<file path="config.mk">
export PLATFORM = sky130hd
export DESIGN_NAME = pipe_stage_reg
export DESIGN_NICKNAME = d
export VERILOG_FILES = /design/src/rtl/pipe_stage_reg_pkg.sv /design/src/rtl/pipe_stage_reg_slot.sv /design/src/rtl/pipe_stage_reg.sv
export SDC_FILE = /design/constraint.sdc
export NUM_CORES = 1
export LEC_CHECK = 0
export CAP_MARGIN = 20
export CORE_ASPECT_RATIO = 1.2
export CORE_UTILIZATION = 60
export DETAILED_ROUTE_END_ITERATION = 7
export DONT_BUFFER_PORTS = 1
export GPL_ROUTABILITY_DRIVEN = 1
export GPL_TIMING_DRIVEN = 0
export HOLD_SLACK_MARGIN = 0.15
export PLACE_DENSITY = 0.76
export SYNTH_ARGS = -nofsm -noshare
export SYNTH_HDL_FRONTEND = slang
export SYNTH_SLANG_ARGS = --single-unit
</file>
<file path="constraint.sdc">
create_clock -name clk -period 1.3 [get_ports clk]
set_clock_uncertainty 0.1 [all_clocks]
set_input_delay 0.065 -clock clk [delete_from_list [all_inputs] [get_ports clk]]
set_output_delay 0.065 -clock clk [all_outputs]
set_load 0.05 [all_outputs]
</file>
<file path="src/rtl/pipe_stage_reg_pkg.sv">
// Shared constants, entry type and occupancy helper for the elastic pipeline register.
// PIPE_DATA_W / PIPE_CTRL_W size pipe_entry_t.
`ifndef PIPE_DATA_W
`define PIPE_DATA_W 16
`endif
`ifndef PIPE_CTRL_W
`define PIPE_CTRL_W 4
`endif

package pipe_stage_reg_pkg;

  localparam int PIPE_MAX_STAGES = 8;
  localparam int OCC_W           = 4;

  typedef struct packed {
    logic                    valid;
    logic [`PIPE_CTRL_W-1:0] ctrl;
    logic [`PIPE_DATA_W-1:0] data;
  } pipe_entry_t;

  function automatic logic [OCC_W-1:0] pipe_popcount(input logic [PIPE_MAX_STAGES-1:0] v);
    logic [OCC_W-1:0] cnt;
    cnt = {OCC_W{1'b0}};
    for (int i = 0; i < PIPE_MAX_STAGES; i++) begin
      cnt = cnt + {{(OCC_W-1){1'b0}}, v[i]};
    end
    return cnt;
  endfunction

endpackage

</file>
<file path="src/rtl/pipe_stage_reg_slot.sv">
// One pipeline slot: valid flag plus payload/control registers with load, hold and clear.
module pipe_stage_reg_slot
  import pipe_stage_reg_pkg::*;
#(
  parameter int DATA_W = 16,
  parameter int CTRL_W = 4
) (
  input  logic              clk,
  input  logic              rst,
  input  logic              clr,
  input  logic              load,
  input  logic              src_valid,
  input  logic [DATA_W-1:0] src_data,
  input  logic [CTRL_W-1:0] src_ctrl,
  output logic              valid_d,
  output logic              valid_q,
  output logic [DATA_W-1:0] data_q,
  output logic [CTRL_W-1:0] ctrl_q
);

  logic [DATA_W-1:0] data_d;
  logic [CTRL_W-1:0] ctrl_d;

  // Next-state: clear kills the flag only; payload moves only with a valid source.
  always_comb begin
    valid_d = valid_q;
    data_d  = data_q;
    ctrl_d  = ctrl_q;
    if (clr) begin
      valid_d = 1'b0;
    end else if (load) begin
      valid_d = src_valid;
    end else begin
      valid_d = valid_q;
    end
    if (load && src_valid) begin
      data_d = src_data;
      ctrl_d = src_ctrl;
    end else begin
      data_d = data_q;
      ctrl_d = ctrl_q;
    end
  end

  // Slot state registers.
  always_ff @(posedge clk) begin
    if (rst) begin
      valid_q <= 1'b0;
      data_q  <= {DATA_W{1'b0}};
      ctrl_q  <= {CTRL_W{1'b0}};
    end else begin
      valid_q <= valid_d;
      data_q  <= data_d;
      ctrl_q  <= ctrl_d;
    end
  end

endmodule

</file>
<file path="src/rtl/pipe_stage_reg.sv">
// Elastic valid/ready pipeline register with STAGES slots, flush and bubble squeeze.
// Optional PIPE_STALL_CNT_EN adds a saturating output-stall cycle counter (stall_cnt).
module pipe_stage_reg
  import pipe_stage_reg_pkg::*;
#(
  parameter int DATA_W = 16,
  parameter int CTRL_W = 4,
  parameter int STAGES = 1
) (
  input  logic              clk,
  input  logic              rst,
  input  logic              flush,
  input  logic              in_valid,
  output logic              in_ready,
  input  logic [DATA_W-1:0] in_data,
  input  logic [CTRL_W-1:0] in_ctrl,
  output logic              out_valid,
  input  logic              out_ready,
  output logic [DATA_W-1:0] out_data,
  output logic [CTRL_W-1:0] out_ctrl,
`ifdef PIPE_STALL_CNT_EN
  output logic [15:0]       stall_cnt,
`endif
  output logic [OCC_W-1:0]  occupancy
);

  logic [STAGES-1:0]          v_q;
  logic [STAGES-1:0]          v_d;
  logic [STAGES-1:0]          adv_s;
  logic [STAGES-1:0]          load_s;
  logic [DATA_W-1:0]          data_q [STAGES];
  logic [CTRL_W-1:0]          ctrl_q [STAGES];
  logic [PIPE_MAX_STAGES-1:0] v_pad_s;
  logic [OCC_W-1:0]           occupancy_d;
  logic [OCC_W-1:0]           occupancy_q;

  // Ready chain: a slot advances when its successor is empty or itself advancing.
  always_comb begin
    adv_s             = {STAGES{1'b0}};
    adv_s[STAGES-1]   = out_ready;
    for (int i = STAGES - 2; i >= 0; i--) begin
      adv_s[i] = !v_q[i+1] | adv_s[i+1];
    end
    load_s = ~v_q | adv_s;
  end

  assign in_ready = load_s[0] & !flush & !rst;

  for (genvar g = 0; g < STAGES; g++) begin : g_slot
    logic              src_valid_s;
    logic [DATA_W-1:0] src_data_s;
    logic [CTRL_W-1:0] src_ctrl_s;

    if (g == 0) begin : g_head
      assign src_valid_s = in_valid & in_ready;
      assign src_data_s  = in_data;
      assign src_ctrl_s  = in_ctrl;
    end else begin : g_body
      assign src_valid_s = v_q[g-1];
      assign src_data_s  = data_q[g-1];
      assign src_ctrl_s  = ctrl_q[g-1];
    end

    pipe_stage_reg_slot #(
      .DATA_W (DATA_W),
      .CTRL_W (CTRL_W)
    ) u_slot (
      .clk       (clk),
      .rst       (rst),
      .clr       (flush),
      .load      (load_s[g]),
      .src_valid (src_valid_s),
      .src_data  (src_data_s),
      .src_ctrl  (src_ctrl_s),
      .valid_d   (v_d[g]),
      .valid_q   (v_q[g]),
      .data_q    (data_q[g]),
      .ctrl_q    (ctrl_q[g])
    );
  end

  // Occupancy tracks the next valid vector so it updates on the same edge as v.
  always_comb begin
    v_pad_s             = {PIPE_MAX_STAGES{1'b0}};
    v_pad_s[STAGES-1:0] = v_d;
    occupancy_d         = pipe_popcount(v_pad_s);
  end

  // Occupancy register.
  always_ff @(posedge clk) begin
    if (rst) begin
      occupancy_q <= {OCC_W{1'b0}};
    end else begin
      occupancy_q <= occupancy_d;
    end
  end

  assign occupancy = occupancy_q;
  assign out_valid = v_q[STAGES-1];
  assign out_data  = data_q[STAGES-1];
  assign out_ctrl  = ctrl_q[STAGES-1] & {CTRL_W{v_q[STAGES-1]}};

`ifdef PIPE_STALL_CNT_EN
  logic [15:0] stall_cnt_d;
  logic [15:0] stall_cnt_q;

  // Saturating count of cycles where a valid output is held off; flush leaves it alone.
  always_comb begin
    if (out_valid && !out_ready && (stall_cnt_q != 16'hFFFF)) begin
      stall_cnt_d = stall_cnt_q + 16'd1;
    end else begin
      stall_cnt_d = stall_cnt_q;
    end
  end

  // Stall counter register.
  always_ff @(posedge clk) begin
    if (rst) begin
      stall_cnt_q <= 16'd0;
    end else begin
      stall_cnt_q <= stall_cnt_d;
    end
  end

  assign stall_cnt = stall_cnt_q;
`endif

endmodule

</file>
==> results by group, run 1 <==
Place
  • Global placement routability congestion: ~0.70
  • Input/output buffers: 0
  • Half-perimeter wire length after placement: 1580 um
  • Pre-CTS WS: -45.6 ps

Synthesis
  • Post-synthesis cell area: between 1000 and 1500 um2
  • Top cell type by total area after synthesis: sky130_fd_sc_hd__dfxtp_1
  • Average size of a mapped cell: 9.46 um2
  • Cell types with the largest area share after synthesis: sky130_fd_sc_hd__dfxtp_1 (40%), sky130_fd_sc_hd__o311ai_2 (14%), sky130_fd_sc_hd__nand4_1 (12%)
  • FF+latch count, synth: 21
  • Count of unique library cells instantiated by Yosys: 17
  • Number of warnings printed during yosys synthesis: 0
  • Gate count of the mapped netlist: 111
  • Share of Yosys cell area claimed by the top area cell type: roughly two fifths
  • Share of synthesized area occupied by flip-flops and latches: approximately two fifths

Clock tree
  • TritonCTS sink count: 21
  • Root buffer cell: sky130_fd_sc_hd__clkbuf_4
  • Maximum clock path buffer count: 2
  • Number of buffers created by CTS: 3
  • H-tree lvl count: 1

Run status
  • Result of the run: did not finish
  • Last stage: global routing (5_1_grt)
  • Error that stopped the run: [ERROR DPL-0033] detailed placement checks failed during check placement.

GRT
  • Maximum number of pins on one net before global-route repair: 12
  • Number of antenna violations at the first check in global routing: 1

Floorplan
  • Starting density of the core: 63.9%
  • IO Count: 51
  • Die extent in x: about 40 um
  • Core Rows: 16
  • Die outline height: about 48 um

STA
  • Worst endpoint, post-GRT repair: in_ready
  • Worst endpoint type: top-level output
[stage by stage]
step                      cell area [um2]  hold WS [ps]  instances
after CTS                            1490          -138        160
after global placement               1090          95.5        131
after detailed placement             1090          95.3        131
after floorplan                      1070          92.8        113
[what timing repair did]
action	4_1_cts
hold buffers	23
setup endpoints to repair	23
buffers inserted	2
endpoints found under the hold margin	22
pin swaps	9
gates resized for setup	21
[Yosys cell counts (all sizes together)]
cell type   n
nor2        1
a21boi      1
buf        17
nand2b      1
conb        1
clkbuf      1
o311ai     20
nor3        1
nand2      20
dfxtp      21
nor2b       1
nand4      20
and2        4
inv         2
[cell families after synthesis]
| group | after synthesis | share of synthesized area, % |
|---|---|---|
| buffers and inverters | 20 | 11.6 |
| and+or+nand+nor | 48 | 24.2 |
| other | 1 | 0.357 |
| DFF | 21 | 40.0 |
| AOI/OAI and AO/OA | 21 | 23.8 |
==> run 2, diff against run 1 <==
CORE_AREA = 2 2 63 65   (was default)
CORE_ASPECT_RATIO = default   (was 1.2)
CORE_UTILIZATION = default   (was 60)
DIE_AREA = 0 0 65 67   (was default)
HOLD_SLACK_MARGIN = default   (was 0.15)
PLACE_DENSITY = default   (was 0.76)
PLACE_DENSITY_LB_ADDON = 0.15   (was default)
==> results by group, run 2 <==
Run status
  • Failing checks: setup timing
  • Result of the run: finished, violations left

Floorplan
  • Area of the die: 4360 um2
  • Die outline height: 67 um (+40%)
  • IO Count: 51 (unchanged)
  • Die extent in x: 65 um (+62%)
  • Core Rows: 22 (+6)
  • Area of the core region: around 3600 um2
  • Starting density of the core: 29.1% (-35 points)

Clock tree
  • TritonCTS clock tree: built
  • Maximum clock path buffer count: 2 (unchanged)
  • TritonCTS sink count: 21 (unchanged)
  • Number of buffers created by CTS: 3 (unchanged)
  • Root buffer cell: sky130_fd_sc_hd__clkbuf_8
  • H-tree lvl count: 1 (unchanged)
  • Clock insertion delay at the later pin of the skew report: 260 ps
  • CTS clock-pin slew for the worst setup and hold paths: around 80 ps

Power
  • Leak Pwr: roughly 0.63 nW
  • Worst ir drop on vdd: around 0.45 mV
  • Total power divided by cell area: 910 nW/um2
  • Power after layout: about 1.5 mW

Synthesis
  • Share of synthesized area occupied by flip-flops and latches: 40.0% (unchanged)
  • Top cell type by total area after synthesis: sky130_fd_sc_hd__dfxtp_1
  • Top post-synthesis cells by count: sky130_fd_sc_hd__dfxtp_1 (21), sky130_fd_sc_hd__nand2_1 (20), sky130_fd_sc_hd__nand4_1 (20)
  • Gate count of the mapped netlist: 111 (unchanged)
  • Cell types with the largest area share after synthesis: sky130_fd_sc_hd__dfxtp_1 (40%), sky130_fd_sc_hd__o311ai_2 (14%), sky130_fd_sc_hd__nand4_1 (12%)
  • Post-synthesis cell area: 1050 um2 (unchanged)
  • FF+latch count, synth: 21 (unchanged)
  • Most repeated cell in the gate-level netlist after synthesis: sky130_fd_sc_hd__dfxtp_1
  • Top flip-flop cell by instance count after synthesis: sky130_fd_sc_hd__dfxtp_1
  • Synth async-reset ratio: 0% (unchanged)
  • Post-synth EDFFs: 0 (unchanged)
  • Share of Yosys cell area claimed by the top area cell type: 40.0% (unchanged)
  • Average size of a mapped cell: 9.46 um2 (unchanged)
  • Number of warnings printed during yosys synthesis: 0 (unchanged)
  • Count of unique library cells instantiated by Yosys: 17 (unchanged)

Critical path
  • Data arrival at the endpoint of the critical path: around 1400 ps
  • RR Endpoint: g_slot[0].u_slot.data_q[14]$_SDFFE_PP0P_
  • Sequence of cells on the critical path: nor2b_4, buf_8, nor3_4
  • RR Startpoint: occupancy[0]$_SDFFE_PP0P_
  • Crit Path Class: register to primary output
  • Worst setup path endpoint: in_ready
  • Category of the worst setup path capture point: primary output
  • Startpoint types: register
  • Required time worst endpoint: between 1000 and 1500 ps
  • Stage delay of the slowest cell on the critical path: around 430 ps
  • Crit path from: occupancy[0]$_SDFFE_PP0P_
  • CP Max Fanout: 8
  • R2r setup slk: -200 ps
  • Reg2Reg Depth: 6
  • Slowest CP cell: sky130_fd_sc_hd__dfxtp_4

STA
  • Worst slew margin relative to its limit: about 28%
  • Highest Clock Rate: 642 MHz
  • Period minus WS final: around 1600 ps
  • Final period utilization: 120%
  • Min setup slack post-route: -259 ps
  • Final count of hold timing violations: 0
  • Max-slew violations: 0
  • Final setup viols: 21
  • Worst slack on hold paths: between 50 and 60 ps
  • Slew at the pin closest to its max-slew limit: between 1000 and 1500 ps
  • Setup repair after global routing missed its margin: yes

Drt
  • Number of detailed-routing iterations run before antenna repair: 4
  • Drc violations: 0
  • Count of routing violations after the opening detailed-route iteration: 40
  • Mean routed wirelength per cell: 16.4 um
  • Total number of vias: between 1000 and 1500
  • Wire length on met3: around 210 um
  • Wire length on met1: approximately 1400 um
  • DRT antenna net count: 0
  • Routed WL: between 3000 and 4000 um
  • Highest signal layer in the routed design: met4
  • Post-detailed-route via-to-cell ratio: approximately 5.2
  • Detailed route wirelength on metal2: ~1500 um

Place
  • Number of placed cells counting well taps: 161 (+23%)
  • Global placement routability congestion: 0.687 (-1.2%)
  • Half-perimeter wire length after placement: 1970 um (+24%)
  • Input/output buffers: 0 (unchanged)
  • Area after detailed placement: 1130 um2 (+3.4%)

GRT
  • Via count of the first global-routing pass: 1034
  • Global-route wire length before repair: slightly above 5000 um
  • Maximum number of pins on one net before global-route repair: 14
  • Number of antenna violations at the first check in global routing: 0
  • Aggregate global routing overflow: 0
  • Combined global-route utilization of all metal layers: between 10% and 20%

Cells and area
  • Number of standard cells in the final layout excluding fillers: 194
  • Register name with the most flops: g_slot.u_slot.data_q
  • Synthesis-to-finish area growth: 59.4%
  • Most common cell after layout, fill and taps aside: sky130_fd_sc_hd__dlygate4sd3_1
  • # nets final: roughly 170
  • Diodes inserted: 0
  • Max reg flops: 16
  • Layout fillers: 350
  • Post-route cell area: around 1700 um2
  • Most frequent cells in the layout: sky130_fd_sc_hd__dlygate4sd3_1 (24), sky130_fd_sc_hd__nand4_1 (20), sky130_fd_sc_hd__nand2_1 (20), sky130_fd_sc_hd__dfxtp_1 (20), sky130_fd_sc_hd__o311ai_2 (11)
  • Share of final-layout standard cells stronger than drive strength 1: between 30% and 40%

Run
  • Total of max-cap violations: 0

Worst hold path
  • Worst min-delay path category: input pin to register
[run 2: cell counts after synthesis]
No cell type changed its count.
[run 2: stage by stage]
stage	util (%)	setup TNS [ps]	worst slack, ps
floorplan	-	0	1.98
global placement	31.3	-542	-76.4
detailed placement	31.3	-674	-77.5
CTS	45.0	-3840	-318
global route	46.4	-3910	-307
finish	46.4	-2840	-259
[run 2: worst min-delay path by stage]
stage,startpoint,to,slack (ps),depth (start not counted)
finish,in_valid,g_slot[0].u_slot.data_q[7]$_SDFFE_PP0P_,50,3
detailed placement,rst,in_ready,100,1
global route,in_valid,g_slot[0].u_slot.ctrl_q[2]$_SDFFE_PP0P_,70,3
CTS,in_valid,g_slot[0].u_slot.data_q[11]$_SDFFE_PP0P_,50,3
floorplan,rst,in_ready,90,1
global placement,rst,in_ready,100,1
[run 2: where the power goes]
| part | leakage, nW | switching (mW) | total, mW | internal (mW) |
|---|---|---|---|---|
| clock network | 0.0217 | 0.219 | 0.435 | 0.216 |
| logic | 0.434 | 0.169 | 0.291 | 0.122 |
| registers | 0.173 | 0.121 | 0.795 | 0.674 |
[run 2: cells by family (layout without fill, tap and decap cells)]
logic type | count (synthesis) | after routing | share of synthesized area, %
AOI/OAI and AO/OA | 21 | 21 | 23.8
buffers and inverters | 20 | 53 | 11.6
DFF | 21 | 21 | 40.0
and+or+nand+nor | 48 | 48 | 24.2
other | 1 | 3 | 0.357
[run 2: layout make-up]
| type | count | area [um2] | area share [%] |
|---|---|---|---|
| clock inverter | 1 | 7.51 | 0.449 |
| sequential | 21 | 424 | 25.4 |
| buffer | 18 | 126 | 7.55 |
| clock buffer | 3 | 41.3 | 2.47 |
| multi-input combinational | 72 | 704 | 42.1 |
| inverter | 2 | 7.51 | 0.449 |
| tap | 48 | 60.1 | 3.59 |
| timing repair buffer | 29 | 302 | 18.0 |
[run 2: worst max-delay path: cells and delay by family (launching register included)]
kind	cells	cell delay [ps]
buffers and inverters	1	110
AND/OR/NAND/NOR	2	590
flip-flops	1	430
[run 2: timing repair]
action / in CTS / in global routing
pin swaps: 12 / 9
endpoints found under the setup margin: 25 / 25
gates cloned: 1 / 0
resized for setup: 25 / 7
buffers inserted: 4 / 2
hold endpoints to repair: 21 / 0
hold buffers: 24 / 0
[run 2: routing by layer]
| layer | up-vias | global-route usage, % |
|---|---|---|
| met5 | - | 0 |
| met4 | 0 | 3.99 |
| met3 | 4 | 3.72 |
| met2 | 36 | 25.4 |
| met1 | 489 | 20.5 |
| li1 | 486 | - |
(Power assumes the default switching activity.)
==> run 3, diff against run 2 <==
clock period = 1.6 ns   (was 1.3 ns; I/O delays follow)
==> results by group, run 3 (synthesis gave the netlist of run 2 again) <==
Cells and area
  • Number of standard cells in the final layout excluding fillers: 192 (-1.0%)
  • Max reg flops: 16 (unchanged)
  • Diodes inserted: 0 (unchanged)
  • Post-route cell area: 1440 um2 (-14%)
  • Area of the multi-input gates: 527 um2 (-25%)
  • Synthesis-to-finish area growth: 37.1%
  • Most common cell after layout, fill and taps aside: sky130_fd_sc_hd__dlygate4sd3_1
  • Share of final-layout standard cells stronger than drive strength 1: 23.6% (-13 points)
  • Sequential standard cell area: 424 um2 (unchanged)
  • Register name with the most flops: g_slot.u_slot.data_q
  • # nets final: 170 (-1.2%)
  • Layout fillers: 379 (+8.3%)
  • Most frequent cells in the layout: sky130_fd_sc_hd__dlygate4sd3_1 (25), sky130_fd_sc_hd__nand4_1 (20), sky130_fd_sc_hd__nand2_1 (20), sky130_fd_sc_hd__dfxtp_1 (20), sky130_fd_sc_hd__o311ai_1 (11)
  • Utilization of the core after routing: 39.9% (-6.5 points)

Place
  • Number of placed cells counting well taps: 161 (unchanged)
  • Input/output buffers: 0 (unchanged)
  • Half-perimeter wire length after placement: 2070 um (+4.8%)
  • Global placement routability congestion: 0.669 (-2.7%)
  • Area after detailed placement: 1130 um2 (-0.11%)

Critical path
  • RR Startpoint: occupancy[0]$_SDFFE_PP0P_
  • RR Endpoint: g_slot[0].u_slot.data_q[9]$_SDFFE_PP0P_
  • Data arrival at the endpoint of the critical path: 1320 ps (-70 ps)
  • Crit Path Class: register to primary output
  • CP Max Fanout: 8 (unchanged)
  • R2r setup slk: 200 ps (+400 ps)
  • Required time worst endpoint: 1420 ps (+290 ps)
  • Category of the worst setup path capture point: primary output
  • Reg2Reg Depth: 5 (-1)
  • Startpoint types: register

Clock tree
  • CTS clock-pin slew for the worst setup and hold paths: 80 ps (about the same)
  • H-tree lvl count: 1 (unchanged)
  • TritonCTS clock tree: built
  • Root buffer cell: sky130_fd_sc_hd__clkbuf_8
  • TritonCTS sink count: 21 (unchanged)
  • Clock insertion delay at the later pin of the skew report: 250 ps (about the same)
  • Maximum clock path buffer count: 2 (unchanged)
  • Number of buffers created by CTS: 3 (unchanged)

Power
  • Internal Power: 0.809 mW (-20%)
  • Power after layout: 1.18 mW (-22%)
  • Total power divided by cell area: 820 nW/um2 (-9.9%)
  • Sequential fraction of design power: 54.3% (+2.0 points)
  • Switching part of the total: 31.4% (-2.0 points)
  • Leak Pwr: 0.603 nW (-4.1%)
  • Proportion of power drawn by the clock network: 29.0% (+0.4 points)
  • Psw: 0.370 mW (-27%)
  • Worst ir drop on vdd: 0.376 mV (-17%)
  • Combinational cell fraction of total power: 16.7% (-2.4 points)

Drt
  • Number of detailed-routing iterations run before antenna repair: 4 (unchanged)
  • Mean routed wirelength per cell: 15.9 um (-3.1%)
  • Count of routing violations after the opening detailed-route iteration: 12 (-70%)
  • Total number of vias: 991 (-2.4%)
  • Post-detailed-route via-to-cell ratio: 5.16 (-1.3%)
  • DRT antenna net count: 0 (unchanged)
  • Drc violations: 0 (unchanged)
  • Routed WL: 3050 um (-4.1%)

STA
  • Setup repair after global routing missed its margin: no
  • Slew at the pin closest to its max-slew limit: 541 ps (-546 ps)
  • Post-route setup TNS: 0 ps (+2840 ps)
  • Final period utilization: 93.8%
  • Highest Clock Rate: roughly 670 MHz
  • Final count of hold timing violations: 0 (unchanged)
  • Period minus WS final: 1500 ps
  • Worst slew margin relative to its limit: 63.8% (+36 points)
  • Final setup viols: 0 (-100%)
  • Max-slew violations: 0 (unchanged)

GRT
  • Combined global-route utilization of all metal layers: 14.6% (-0.95 points)
  • Via count of the first global-routing pass: 1081 (+4.5%)
  • Maximum number of pins on one net before global-route repair: 12 (-2)
  • Number of antenna violations at the first check in global routing: 0 (unchanged)
  • Global-route wire length before repair: 4920 um (-3.9%)
  • Aggregate global routing overflow: 0 (unchanged)

Worst hold path
  • Cell depth of the worst min-delay path: 3 (unchanged)
  • WHS Endpoint: g_slot[0].u_slot.data_q[13]$_SDFFE_PP0P_
  • Launch point of the worst hold path: in_valid
  • Worst min-delay path category: input pin to register

Floorplan
  • IO Count: 51 (unchanged)
  • Area of the die: 4360 um2 (unchanged)
  • Die extent in x: 65 um (unchanged)
  • Area of the core region: 3610 um2 (unchanged)
  • Core Rows: 22 (unchanged)
  • Die outline height: 67 um (unchanged)
  • Starting density of the core: 29.1% (unchanged)

Run
  • Total of max-cap violations: 0 (unchanged)

Run status
  • Result of the run: completed
-- run 3: power by group through the flow --
stage / combinational, mW / clock [mW] / sequential (mW)
after global routing: 0.211 / 0.382 / 0.645
after detailed placement: 0.145 / 0 / 0.655
final: 0.196 / 0.342 / 0.641
after global placement: 0.142 / 0 / 0.654
after floorplan: 0.122 / 0 / 0.648
after CTS: 0.196 / 0.360 / 0.642
-- run 3: routing by layer --
| layer | vias up | track usage (%) | wire (um) | part of all wire [%] |
|---|---|---|---|---|
| met2 | 26 | 24.7 | 1470 | 48 |
| met1 | 482 | 17.3 | 1360 | 45 |
| li1 | 481 | - | - | - |
| met4 | 0 | 5.05 | 17 | 0.56 |
| met5 | - | 0 | 0 | 0 |
| met3 | 2 | 4.73 | 208 | 6.8 |
-- run 3: cell type report --
| class | instances | area share, % |
|---|---|---|
| buffer | 17 | 7.13 |
| timing repair buffer | 28 | 19.0 |
| inverter | 2 | 0.522 |
| clock buffer | 4 | 3.13 |
| multi-input combinational | 72 | 36.6 |
| sequential | 21 | 29.5 |
| tap | 48 | 4.17 |
-- run 3: per-stage QoR --
step	setup WS, ps	hold WS (ps)
6_report	99.8	78.4
3_3_place_gp	16.2	118
3_5_place_dp	-30.3	125
5_1_grt	38.2	77.5
4_1_cts	78.6	68.9
2_1_floorplan	134	116
-- run 3: worst max-delay path, cell delays in order (launching register included) --
cell and delay [ps]:
sky130_fd_sc_hd__dfxtp_4 420, sky130_fd_sc_hd__nor2b_4 170, sky130_fd_sc_hd__nor3_4 470
-- run 3: repair_timing --
item | CTS | global route
endpoints found under the setup margin | 17 | 0
setup buffers | 3 | 0
resized for setup | 2 | 0
hold buffers | 25 | 0
hold endpoints to repair | 21 | 0
-- run 3: worst max path at each step --
stage / slack (ps) / depth (start not counted) / endpoint / from
2_1_floorplan: 130 / 4 / g_slot[0].u_slot.data_q[0]$_SDFFE_PP0P_ / occupancy[0]$_SDFFE_PP0P_
3_3_place_gp: 20 / 4 / g_slot[0].u_slot.data_q[4]$_SDFFE_PP0P_ / occupancy[0]$_SDFFE_PP0P_
3_5_place_dp: -30 / 4 / g_slot[0].u_slot.data_q[5]$_SDFFE_PP0P_ / occupancy[0]$_SDFFE_PP0P_
4_1_cts: 80 / 2 / in_ready / occupancy[0]$_SDFFE_PP0P_
5_1_grt: 40 / 2 / in_ready / occupancy[0]$_SDFFE_PP0P_
6_report: 100 / 2 / in_ready / occupancy[0]$_SDFFE_PP0P_
